### src/rtl/i2c_cmd_pkg.sv
// i2c_cmd_pkg
//  Shared definitions for the I2C command engine:
//   - 3-bit command codes, matching the instruction decoder's I2C field
//   - FSM state encoding
//   - quarter-phase indices within one SCL period
package i2c_cmd_pkg;

    localparam logic [2:0] I2C_NOP     = 3'b000;
    localparam logic [2:0] I2C_START   = 3'b001;
    localparam logic [2:0] I2C_STOP    = 3'b010;
    localparam logic [2:0] I2C_SENDCON = 3'b011;
    localparam logic [2:0] I2C_SENDI2C = 3'b100;

    typedef enum logic [2:0] {
        ST_IDLE,
        ST_START,
        ST_RSTART,
        ST_BIT,
        ST_ACK,
        ST_STOP,
        ST_DONE
    } state_t;

    localparam logic [1:0] Q0 = 2'd0;
    localparam logic [1:0] Q1 = 2'd1;
    localparam logic [1:0] Q2 = 2'd2;
    localparam logic [1:0] Q3 = 2'd3;

endpackage

### src/rtl/i2c_quarter_tick.sv
// i2c_quarter_tick
//  Quarter-SCL-period prescaler. Counts while enabled, restarts at 0 on a
//  synchronous clear, and pulses o_tick for one cycle every CLK_DIV cycles.
//  The first tick after a clear comes CLK_DIV cycles later.
// Ports
//  i_clk    core clock
//  i_rst_n  asynchronous active-low reset
//  i_en     count enable (engine busy)
//  i_clr    synchronous restart (command accept)
//  o_tick   one-cycle quarter tick
module i2c_quarter_tick #(
    parameter int CLK_DIV = 68
) (
    input  logic i_clk,
    input  logic i_rst_n,
    input  logic i_en,
    input  logic i_clr,
    output logic o_tick
);

    localparam int             CW   = $clog2(CLK_DIV);
    localparam logic [CW-1:0]  LAST = CW'(CLK_DIV - 1);

    logic [CW-1:0] cnt;

    always_ff @(posedge i_clk or negedge i_rst_n) begin
        if (!i_rst_n) begin
            cnt <= '0;
        end else if (i_clr) begin
            cnt <= '0;
        end else if (i_en) begin
            cnt <= (cnt == LAST) ? '0 : cnt + 1'b1;
        end
    end

    assign o_tick = i_en && !i_clr && (cnt == LAST);

endmodule

### src/rtl/i2c_cmd_engine.sv
// i2c_cmd_engine
//  Executes decoder I2C commands (START, STOP, SENDCON, SENDI2C) as
//  open-drain SCL/SDA sequences toward an SSD1306 and samples the slave ACK.
//  The core stalls on o_busy; o_done pulses once per completed command.
// Configuration
//  I2C_CMD_ENGINE_ACK_CHECK_EN : when defined, i_sda is sampled in the ACK
//  slot and a NACK sets the sticky o_ack_err. When undefined, the ACK slot is
//  still clocked with SDA released but o_ack_err stays 0.
// Ports
//  i_clk, i_rst_n  clock, asynchronous active-low reset
//  i_i2c_ctrl      command (000 NOP, 001 START, 010 STOP, 011 SENDCON,
//                  100 SENDI2C, others NOP)
//  i_data          byte for SENDI2C, latched on accept
//  i_sda           SDA pad input
//  o_scl_oe        1 pulls SCL low
//  o_sda_oe        1 pulls SDA low
//  o_busy          command in progress
//  o_done          one-cycle completion pulse
//  o_ack_err       sticky NACK flag, cleared by START
module i2c_cmd_engine
    import i2c_cmd_pkg::*;
#(
    parameter int         CLK_DIV    = 68,
    parameter logic [6:0] SLAVE_ADDR = 7'h3C
) (
    input  logic       i_clk,
    input  logic       i_rst_n,
    input  logic [2:0] i_i2c_ctrl,
    input  logic [7:0] i_data,
    input  logic       i_sda,
    output logic       o_scl_oe,
    output logic       o_sda_oe,
    output logic       o_busy,
    output logic       o_done,
    output logic       o_ack_err
);

`ifdef I2C_CMD_ENGINE_ACK_CHECK_EN
    localparam bit ACK_CHECK = 1'b1;
`else
    localparam bit ACK_CHECK = 1'b0;
`endif

    state_t      state;
    logic [1:0]  q;
    logic [2:0]  bit_cnt;
    logic [7:0]  shreg;
    logic        bus_active;
    logic        tick;
    logic        accept;

    // o_done blocks acceptance so a command held across completion runs once.
    assign accept = !o_busy && !o_done &&
                    (i_i2c_ctrl >= I2C_START) && (i_i2c_ctrl <= I2C_SENDI2C);

    i2c_quarter_tick #(
        .CLK_DIV (CLK_DIV)
    ) u_tick (
        .i_clk   (i_clk),
        .i_rst_n (i_rst_n),
        .i_en    (o_busy),
        .i_clr   (accept),
        .o_tick  (tick)
    );

    always_ff @(posedge i_clk or negedge i_rst_n) begin
        if (!i_rst_n) begin
            state      <= ST_IDLE;
            q          <= Q0;
            bit_cnt    <= 3'd7;
            shreg      <= 8'h00;
            bus_active <= 1'b0;
            o_scl_oe   <= 1'b0;
            o_sda_oe   <= 1'b0;
            o_busy     <= 1'b0;
            o_done     <= 1'b0;
            o_ack_err  <= 1'b0;
        end else begin
            o_done <= 1'b0;
            if (tick) begin
                q <= q + 2'd1;
            end
            case (state)
                ST_IDLE: begin
                    if (accept) begin
                        o_busy  <= 1'b1;
                        q       <= Q0;
                        bit_cnt <= 3'd7;
                        case (i_i2c_ctrl)
                            I2C_START: begin
                                o_ack_err <= 1'b0;
                                state     <= bus_active ? ST_RSTART : ST_START;
                            end
                            I2C_STOP: begin
                                state <= bus_active ? ST_STOP : ST_DONE;
                            end
                            I2C_SENDCON: begin
                                shreg <= {SLAVE_ADDR, 1'b0};
                                state <= bus_active ? ST_BIT : ST_DONE;
                            end
                            default: begin
                                shreg <= i_data;
                                state <= bus_active ? ST_BIT : ST_DONE;
                            end
                        endcase
                    end
                end
                ST_START: begin
                    if (tick) begin
                        if (q == Q0) begin
                            o_sda_oe <= 1'b1;
                        end else begin
                            o_scl_oe   <= 1'b1;
                            bus_active <= 1'b1;
                            state      <= ST_DONE;
                        end
                    end
                end
                ST_RSTART: begin
                    if (tick) begin
                        case (q)
                            Q0: o_sda_oe <= 1'b0;
                            Q1: o_scl_oe <= 1'b0;
                            Q2: o_sda_oe <= 1'b1;
                            default: begin
                                o_scl_oe <= 1'b1;
                                state    <= ST_DONE;
                            end
                        endcase
                    end
                end
                ST_BIT: begin
                    if (tick) begin
                        case (q)
                            Q0: o_sda_oe <= ~shreg[7];
                            Q1: o_scl_oe <= 1'b0;
                            Q2: ;
                            default: begin
                                o_scl_oe <= 1'b1;
                                shreg    <= {shreg[6:0], 1'b0};
                                bit_cnt  <= bit_cnt - 3'd1;
                                // Counter wraps 0 -> 7 as the ninth (ACK) slot begins.
                                if (bit_cnt == 3'd0) begin
                                    state <= ST_ACK;
                                end
                            end
                        endcase
                    end
                end
                ST_ACK: begin
                    if (tick) begin
                        case (q)
                            Q0: o_sda_oe <= 1'b0;
                            Q1: o_scl_oe <= 1'b0;
                            Q2: begin
                                if (ACK_CHECK && i_sda) begin
                                    o_ack_err <= 1'b1;
                                end
                            end
                            default: begin
                                o_scl_oe <= 1'b1;
                                state    <= ST_DONE;
                            end
                        endcase
                    end
                end
                ST_STOP: begin
                    if (tick) begin
                        case (q)
                            Q0: o_sda_oe <= 1'b1;
                            Q1: o_scl_oe <= 1'b0;
                            default: begin
                                o_sda_oe   <= 1'b0;
                                bus_active <= 1'b0;
                                state      <= ST_DONE;
                            end
                        endcase
                    end
                end
                ST_DONE: begin
                    o_busy <= 1'b0;
                    o_done <= 1'b1;
                    state  <= ST_IDLE;
                end
                default: begin
                    state <= ST_IDLE;
                end
            endcase
        end
    end

endmodule

### config.mk
export PLATFORM = sky130hd
export DESIGN_NAME = i2c_cmd_engine
export DESIGN_NICKNAME = d
export VERILOG_FILES = /design/src/rtl/i2c_cmd_pkg.sv /design/src/rtl/i2c_quarter_tick.sv /design/src/rtl/i2c_cmd_engine.sv
export SDC_FILE = /design/constraint.sdc
export NUM_CORES = 1
export LEC_CHECK = 0
export CAP_MARGIN = 25
export CORE_AREA = 5 5 84 86
export CTS_CLUSTER_SIZE = 8
export DETAILED_ROUTE_END_ITERATION = 16
export DIE_AREA = 0 0 89 91
export MAX_ROUTING_LAYER = met4
export PLACE_DENSITY = 0.44
export SYNTH_ARGS = -nofsm -noshare
export SYNTH_HDL_FRONTEND = slang
export SYNTH_SLANG_ARGS = --single-unit
### constraint.sdc
create_clock -name i_clk -period 1.9 [get_ports i_clk]
set_input_delay 0.57 -clock i_clk [delete_from_list [all_inputs] [get_ports i_clk]]
set_output_delay 0.57 -clock i_clk [all_outputs]
set_load 0.01 [all_outputs]
# Word level (Yosys, flattened, before mapping)
# Index checks and enable logic that the tools add are counted.
# W data, S select, Z words.
[totals]
register_bits = 28
in_bits = 14
[classes]
addsub = 3
order_cmp = 2
eq_ne = 33
mux = 54
bitwise_logic = 1
reduce_logical = 30
[op_table]
columns = ["operator", "count"]
rows = [
  ["$mux W3", 14],
  ["$ne A2 B2 Y1 const B", 17],
  ["$pmux W8 S2", 2],
  ["$mux W8", 3],
  ["$mux W7", 3],
  ["$mux W1", 17],
  ["$pmux W3 S5", 1],
  ["$eq A3 B2 Y1 const B", 4],
  ["$pmux W3 S2", 2],
  ["$reduce_and A11 Y1", 1],
  ["$mux W2", 5],
  ["$pmux W1 S2", 5],
  ["$reduce_and A10 Y1", 1],
  ["$reduce_and A5 Y1", 2],
  ["$eq A3 B3 Y1 const B", 3],
  ["$reduce_bool A2 Y1", 4],
  ["$reduce_or A2 Y1", 4],
  ["$add A7 B1 Y7 const B", 1],
  ["$eq A7 B7 Y1 const B", 1],
  ["$reduce_and A7 Y1", 1],
  ["$eq A3 B1 Y1 const B", 2],
  ["$logic_not A3 Y1", 2],
  ["$ne A2 B1 Y1 const B", 3],
  ["$reduce_or A3 Y1", 2],
  ["other kinds (17)", 23],
]

# Logic depth before layout (Yosys ltp)
[logic_depth]
ltp_word = 10
ltp_mapped = 7
ltp_nobuf = 7

# By module
# From an unflattened synthesis, not the netlist that was laid out.
[unflattened]
hier_cells = 193
hier_area_um2 = 1800.5
[modules_own_cells]
columns = ["mod", "n_inst", "cells_per_inst", "area_per_inst_um2"]
rows = [
  ["i2c_cmd_engine", 1, 153, 1401.3],
  ["i2c_quarter_tick", 1, 40, 399.1],
]

# Worst setup path after synthesis
# OpenSTA, ideal clock, no wires.
[synth_path]
kind = "input-to-reg"
startpoint = "in i_i2c_ctrl[1]"
endpoint = "reg shreg[1]"
arrival_ps = 1999
required_time_ps = 1775
path_slack_ps = -225
stages = 7
cell_sequence = "buf_4 -> or3_1 -> and4_2 -> buf_2 -> o32a_2 -> buf_6 -> mux2_4"
[synth_via]
elab_chain_len = 8
elab_cells_between_ends = 18
classes_between = "2 x order compare; 6 x eq/ne; 3 x mux; 7 x reduce/logical"
[synth_rtl]
columns = ["element", "line", "rtl"]
rows = [
  ["start: declaration", "i2c_cmd_engine.sv:28", "input logic [2:0] i_i2c_ctrl,"],
  ["$ge A3 B1 Y1", "i2c_cmd_engine.sv:54", "(i_i2c_ctrl >= I2C_START) && (i_i2c_ctrl <= I2C_SENDI2C);"],
  ["$logic_and A1 B1 Y1", "i2c_cmd_engine.sv:53", "assign accept = !o_busy && !o_done &&"],
  ["$logic_and A1 B1 Y1", "i2c_cmd_engine.sv:54", ""],
  ["$logic_not A1 Y1", "i2c_quarter_tick.sv:36", "assign o_tick = i_en && !i_clr && (cnt == LAST);"],
  ["$logic_and A1 B1 Y1 (2 in a row)", "i2c_quarter_tick.sv:36", ""],
  ["$ne A2 B2 Y1 (no line)", "-", ""],
  ["$reduce_and A5 Y1 (no line)", "-", ""],
  ["end signal: assignment", "i2c_cmd_engine.sv:98", "shreg <= {SLAVE_ADDR, 1'b0};"],
  ["end signal: assignment", "i2c_cmd_engine.sv:102", "shreg <= i_data;"],
  ["end signal: assignment", "i2c_cmd_engine.sv:140", "shreg <= {shreg[6:0], 1'b0};"],
  ["end: declaration", "i2c_cmd_engine.sv:47", "logic [7:0] shreg;"],
]
# Parallel ways exist; a longest one is shown, timed or not. The select of a mux whose other input is x is not followed.
# A chain may end at the register's enable or synchronous reset.

# Final worst setup path
[layout_path]
startpoint = "reg u_tick.cnt[4]"
endpoint = "reg shreg[5]"
[layout_via]
elab_chain_len = 4
[layout_rtl]
columns = ["element", "line", "rtl"]
rows = [
  ["start: declaration", "i2c_quarter_tick.sv:24", "logic [CW-1:0] cnt;"],
  ["start signal: assignment", "i2c_quarter_tick.sv:32", "cnt <= (cnt == LAST) ? '0 : cnt + 1'b1;"],
  ["$eq A7 B7 Y1", "i2c_quarter_tick.sv:36", ""],
  ["$logic_and A1 B1 Y1", "i2c_quarter_tick.sv:36", ""],
  ["$ne A2 B2 Y1 (no line)", "-", ""],
  ["$reduce_and A5 Y1 (no line)", "-", ""],
]
# Every way passes these cells.

==> metrics.log <==
INFO  metric number_of_global_route_vias_before_repair = approximately 1,700
INFO  metric fin_setup_tns = 0 ps
INFO  metric sink_count = 28
INFO  metric place_inst = 305
INFO  metric layout_common_cells = 35 x sky130_fd_sc_hd__buf_4, 23 x sky130_fd_sc_hd__dfrtp_1, 15 x sky130_fd_sc_hd__inv_1
INFO  metric synth_edf_count = 0
INFO  metric power.share.combinational = 0.077
INFO  metric drcViolationCount = 0
INFO  metric cp.arrival = between 2000 and 2500 ps
INFO  metric wl_per_cell = 14.34 microns
INFO  metric yosysWarningCount = 0
INFO  metric layout_commonest_cell = sky130_fd_sc_hd__buf_4
INFO  metric post-route-period-util = 0.9833
INFO  metric max-vdd-ir-drop = around 0.24 mV
INFO  metric synthToLayoutAreaGrowth = 30.87%
INFO  metric cts_htree_levels = 1
INFO  metric p_leak = 0.001065 uW
INFO  metric most_used_dff_post_synth = sky130_fd_sc_hd__dfrtp_1
INFO  metric timing.critical_path.cells = or4b_4, nor4_4, o32a_4, buf_6, mux2i_2
INFO  metric final_net_count = 257
INFO  metric maxSlewViolCount = 0
INFO  metric grt_max_degree = 29
INFO  metric syn_inst = 189
INFO  metric fin_skew = 3.827 ps
INFO  metric dp_hpwl = 3446 microns
INFO  metric worstSetupEndpointType = flip-flop
INFO  metric timing.hold.worst.class = reg2reg
INFO  metric min-delay-start = bit_cnt[2]
INFO  metric final_worst_hold_slack = 510.3 ps
INFO  metric grtUsageTotal = 0.1184
INFO  metric crit-reg2reg-launch = u_tick.cnt[4]
INFO  metric die_x = around 90 microns
INFO  metric clk_path_buf_depth = 2
INFO  metric ant_nets = 0
INFO  metric rsz0062_at_grt = yes
INFO  metric fp.coreArea = 6205 sq um
INFO  metric n_fill_cell = around 630
INFO  metric drv.max_cap_violation_count = 0
INFO  metric initial_core_util = 0.2888
INFO  metric post_cts_hold_buffer_count = 0
INFO  metric clk_pin_slew_worst_paths = 100 ps
INFO  metric timing.critical_path.from = u_tick.cnt[4]
INFO  metric cts-buffers-inserted = 3
INFO  metric timing.setup.critical_path_class = reg2reg
INFO  metric clk_root_buffer_cell = sky130_fd_sc_hd__clkbuf_8
INFO  metric clk-insertion-delay-late = 280 ps
INFO  metric netlist-cell-type-count = 55
INFO  metric place.gp.congestion = 0.8322
INFO  metric grt_pass1_wl = roughly 7500 microns
INFO  metric post_drt_via_cell_ratio = 5.048
INFO  metric boundaryPins = 19
INFO  metric path_max_fanout = 4
INFO  metric postLayoutCoreUtil = 0.3779
INFO  metric cts_tree = done
INFO  metric floorplan.rows = 29
INFO  metric synth_async_sr_flop_share = 1.000
INFO  metric setup_violations = 0
INFO  metric chipHeight = 91 microns
INFO  metric antenna_cells_inserted = 0
INFO  metric ys_seq_elements = 28
INFO  metric fin_area = ~2300 sq um
INFO  metric p_switching = between 200 and 250 uW
INFO  metric maxClockFrequency = ~540 MHz
INFO  metric antenna_found_initial = 0
INFO  metric start_kind = flip-flop
INFO  metric min_period = 1868 ps
INFO  metric avgSynthCellArea = between 9 and 10 sq um
INFO  metric global_route.overflow_total = 0
INFO  metric layoutNonFillerInstCount = 312
INFO  metric pwr_density_cell = 432.4 nW/um^2
INFO  metric io_buffer_count = 16
INFO  metric hold_viol_final = 0
INFO  metric power.clock.fraction = 0.336
INFO  metric detail_route.wirelength = 4473 microns
INFO  metric postSynthNetCount = 210
INFO  metric worst_ep_required_time = 2100 ps
INFO  metric max_stage_delay_on_crit_path = 550 ps
INFO  metric synth_area = 1792 sq um
INFO  metric path_delay_family = simple AND/OR/NAND/NOR gates
INFO  metric run_status = complete, no violations
INFO  metric p_seq_frac = 0.588
INFO  metric timing.reg2reg.setup_slack = between 30 and 40 ps
INFO  metric p_int = 787.6 uW
INFO  metric route.vias.total = between 1,500 and 2,000
INFO  metric drive_gt1_frac = 0.2638
INFO  metric ys_seq_area_frac = 0.3932
INFO  metric p_sw_frac = 0.2231
INFO  metric cpMaxStageDelayCell = sky130_fd_sc_hd__or4b_4
INFO  metric design.die.area = 8099 sq um
INFO  metric drt_pre_antenna_iters = 4
INFO  metric cp.buffers_inverters = 1
INFO  metric drtIter0Drc = around 140
INFO  metric placed_cell_area = approximately 2200 sq um
## registers in the layout (all words and copies together), names as in the netlist
signal	cells
state	3
u_tick.cnt	7
o_sda_oe	1
o_busy	1
shreg	8
bus_active	1
o_scl_oe	1
q	2
o_done	1
bit_cnt	3
## power by group through the flow
| stage | logic (uW) | registers, uW | clock network (uW) |
|---|---|---|---|
| 6_report | 77.6 | 596 | 340 |
| 5_1_grt | 86.3 | 596 | 393 |
| 4_1_cts | 79.2 | 596 | 361 |
| 3_5_place_dp | 78.6 | 607 | 0 |
| 3_3_place_gp | 77.5 | 607 | 0 |
| 2_1_floorplan | 27.0 | 607 | 0 |
## through the flow
step           setup slack [ps]  power, uW
2_1_floorplan            -170.7      634.4
3_3_place_gp             -372.5      684.8
3_5_place_dp             -397.4      685.9
4_1_cts                   12.76       1036
5_1_grt                  -29.17       1075
6_report                  31.70       1014
## per-layer routing
metal	vias to the layer above	track usage	part of all wire	wire length (microns)
li1	778	-	-	-
met1	764	0.1428	0.44	1973
met2	28	0.2036	0.51	2294
met3	5	0.01629	0.034	150
met4	0	0.03350	0.012	54
met5	-	-	0	0
## worst reg2reg max path, delay by kind of cell, from the launching register on
family                 cells  cell delay [ps]
DFF                        1              410
buffers and inverters      1              130
muxes                      1              210
AOI/OAI and AO/OA          1              280
and+or+nand+nor            2              770
## cell type report
class | instances | area (sq um) | share of cell area
Multi-Input combinational cell | 136 | 1010 | 0.4306
Inverter | 15 | 56.30 | 0.02401
Tap cell | 77 | 96.34 | 0.04109
Sequential cell | 28 | 706.9 | 0.3015
Clock buffer | 4 | 45.04 | 0.01921
Timing Repair Buffer | 52 | 430.4 | 0.1836
## repair_timing
action	4_1_cts	5_1_grt
pin swaps	3	1
endpoints found under the setup margin	15	10
gates resized for setup	9	4
setup buffers	0	3
## worst paths after layout
path / to / cells after the start
max: shreg[5] / 5
min: bit_cnt[2] / 1
max reg2reg: shreg[5] / 5
min reg2reg: bit_cnt[2] / 1
max in group asynchronous: bit_cnt[1] / 2
min in group asynchronous: shreg[4] / 2
## cell usage after synthesis (2+ instances only)
master | number | area (sq um)
sky130_fd_sc_hd__a31oi_1 | 2 | 12.51
sky130_fd_sc_hd__buf_6 | 2 | 22.52
sky130_fd_sc_hd__dfstp_2 | 3 | 78.83
sky130_fd_sc_hd__mux2_2 | 2 | 22.52
sky130_fd_sc_hd__mux2_4 | 2 | 30.03
sky130_fd_sc_hd__a221oi_1 | 2 | 17.52
sky130_fd_sc_hd__nor3_1 | 2 | 10.01
sky130_fd_sc_hd__a2bb2oi_1 | 2 | 17.52
sky130_fd_sc_hd__a211o_1 | 2 | 17.52
sky130_fd_sc_hd__inv_1 | 15 | 56.30
sky130_fd_sc_hd__nand2_1 | 11 | 41.29
sky130_fd_sc_hd__o41ai_1 | 3 | 26.28
sky130_fd_sc_hd__nor2_1 | 9 | 33.78
sky130_fd_sc_hd__nand3b_1 | 2 | 15.01
sky130_fd_sc_hd__nand3_1 | 4 | 20.02
sky130_fd_sc_hd__mux2i_1 | 6 | 60.06
sky130_fd_sc_hd__or3_1 | 5 | 31.28
sky130_fd_sc_hd__xnor2_1 | 2 | 17.52
sky130_fd_sc_hd__o21ai_0 | 12 | 60.06
sky130_fd_sc_hd__nor2b_1 | 6 | 37.54
sky130_fd_sc_hd__a22oi_1 | 3 | 22.52
sky130_fd_sc_hd__a211oi_1 | 3 | 22.52
sky130_fd_sc_hd__a22o_1 | 2 | 17.52
sky130_fd_sc_hd__a21o_1 | 3 | 22.52
sky130_fd_sc_hd__ha_1 | 7 | 87.58
sky130_fd_sc_hd__dfrtp_1 | 25 | 625.6
sky130_fd_sc_hd__buf_4 | 2 | 15.01
sky130_fd_sc_hd__o22ai_1 | 5 | 31.28
sky130_fd_sc_hd__clkbuf_1 | 3 | 11.26
sky130_fd_sc_hd__nand2b_1 | 6 | 37.54
sky130_fd_sc_hd__a21oi_1 | 12 | 60.06
## kinds of logic after synthesis
| kind of cell | synth area share |
|---|---|
| fa+ha+maj | 0.04888 |
| buf+inv | 0.06912 |
| mux | 0.06285 |
| flops | 0.3932 |
| xor+xnor | 0.01467 |
| compound gates | 0.2221 |
| other cells | 0.002093 |
| simple gates | 0.1872 |
No activity file was read; power rests on OpenSTA's default activity.
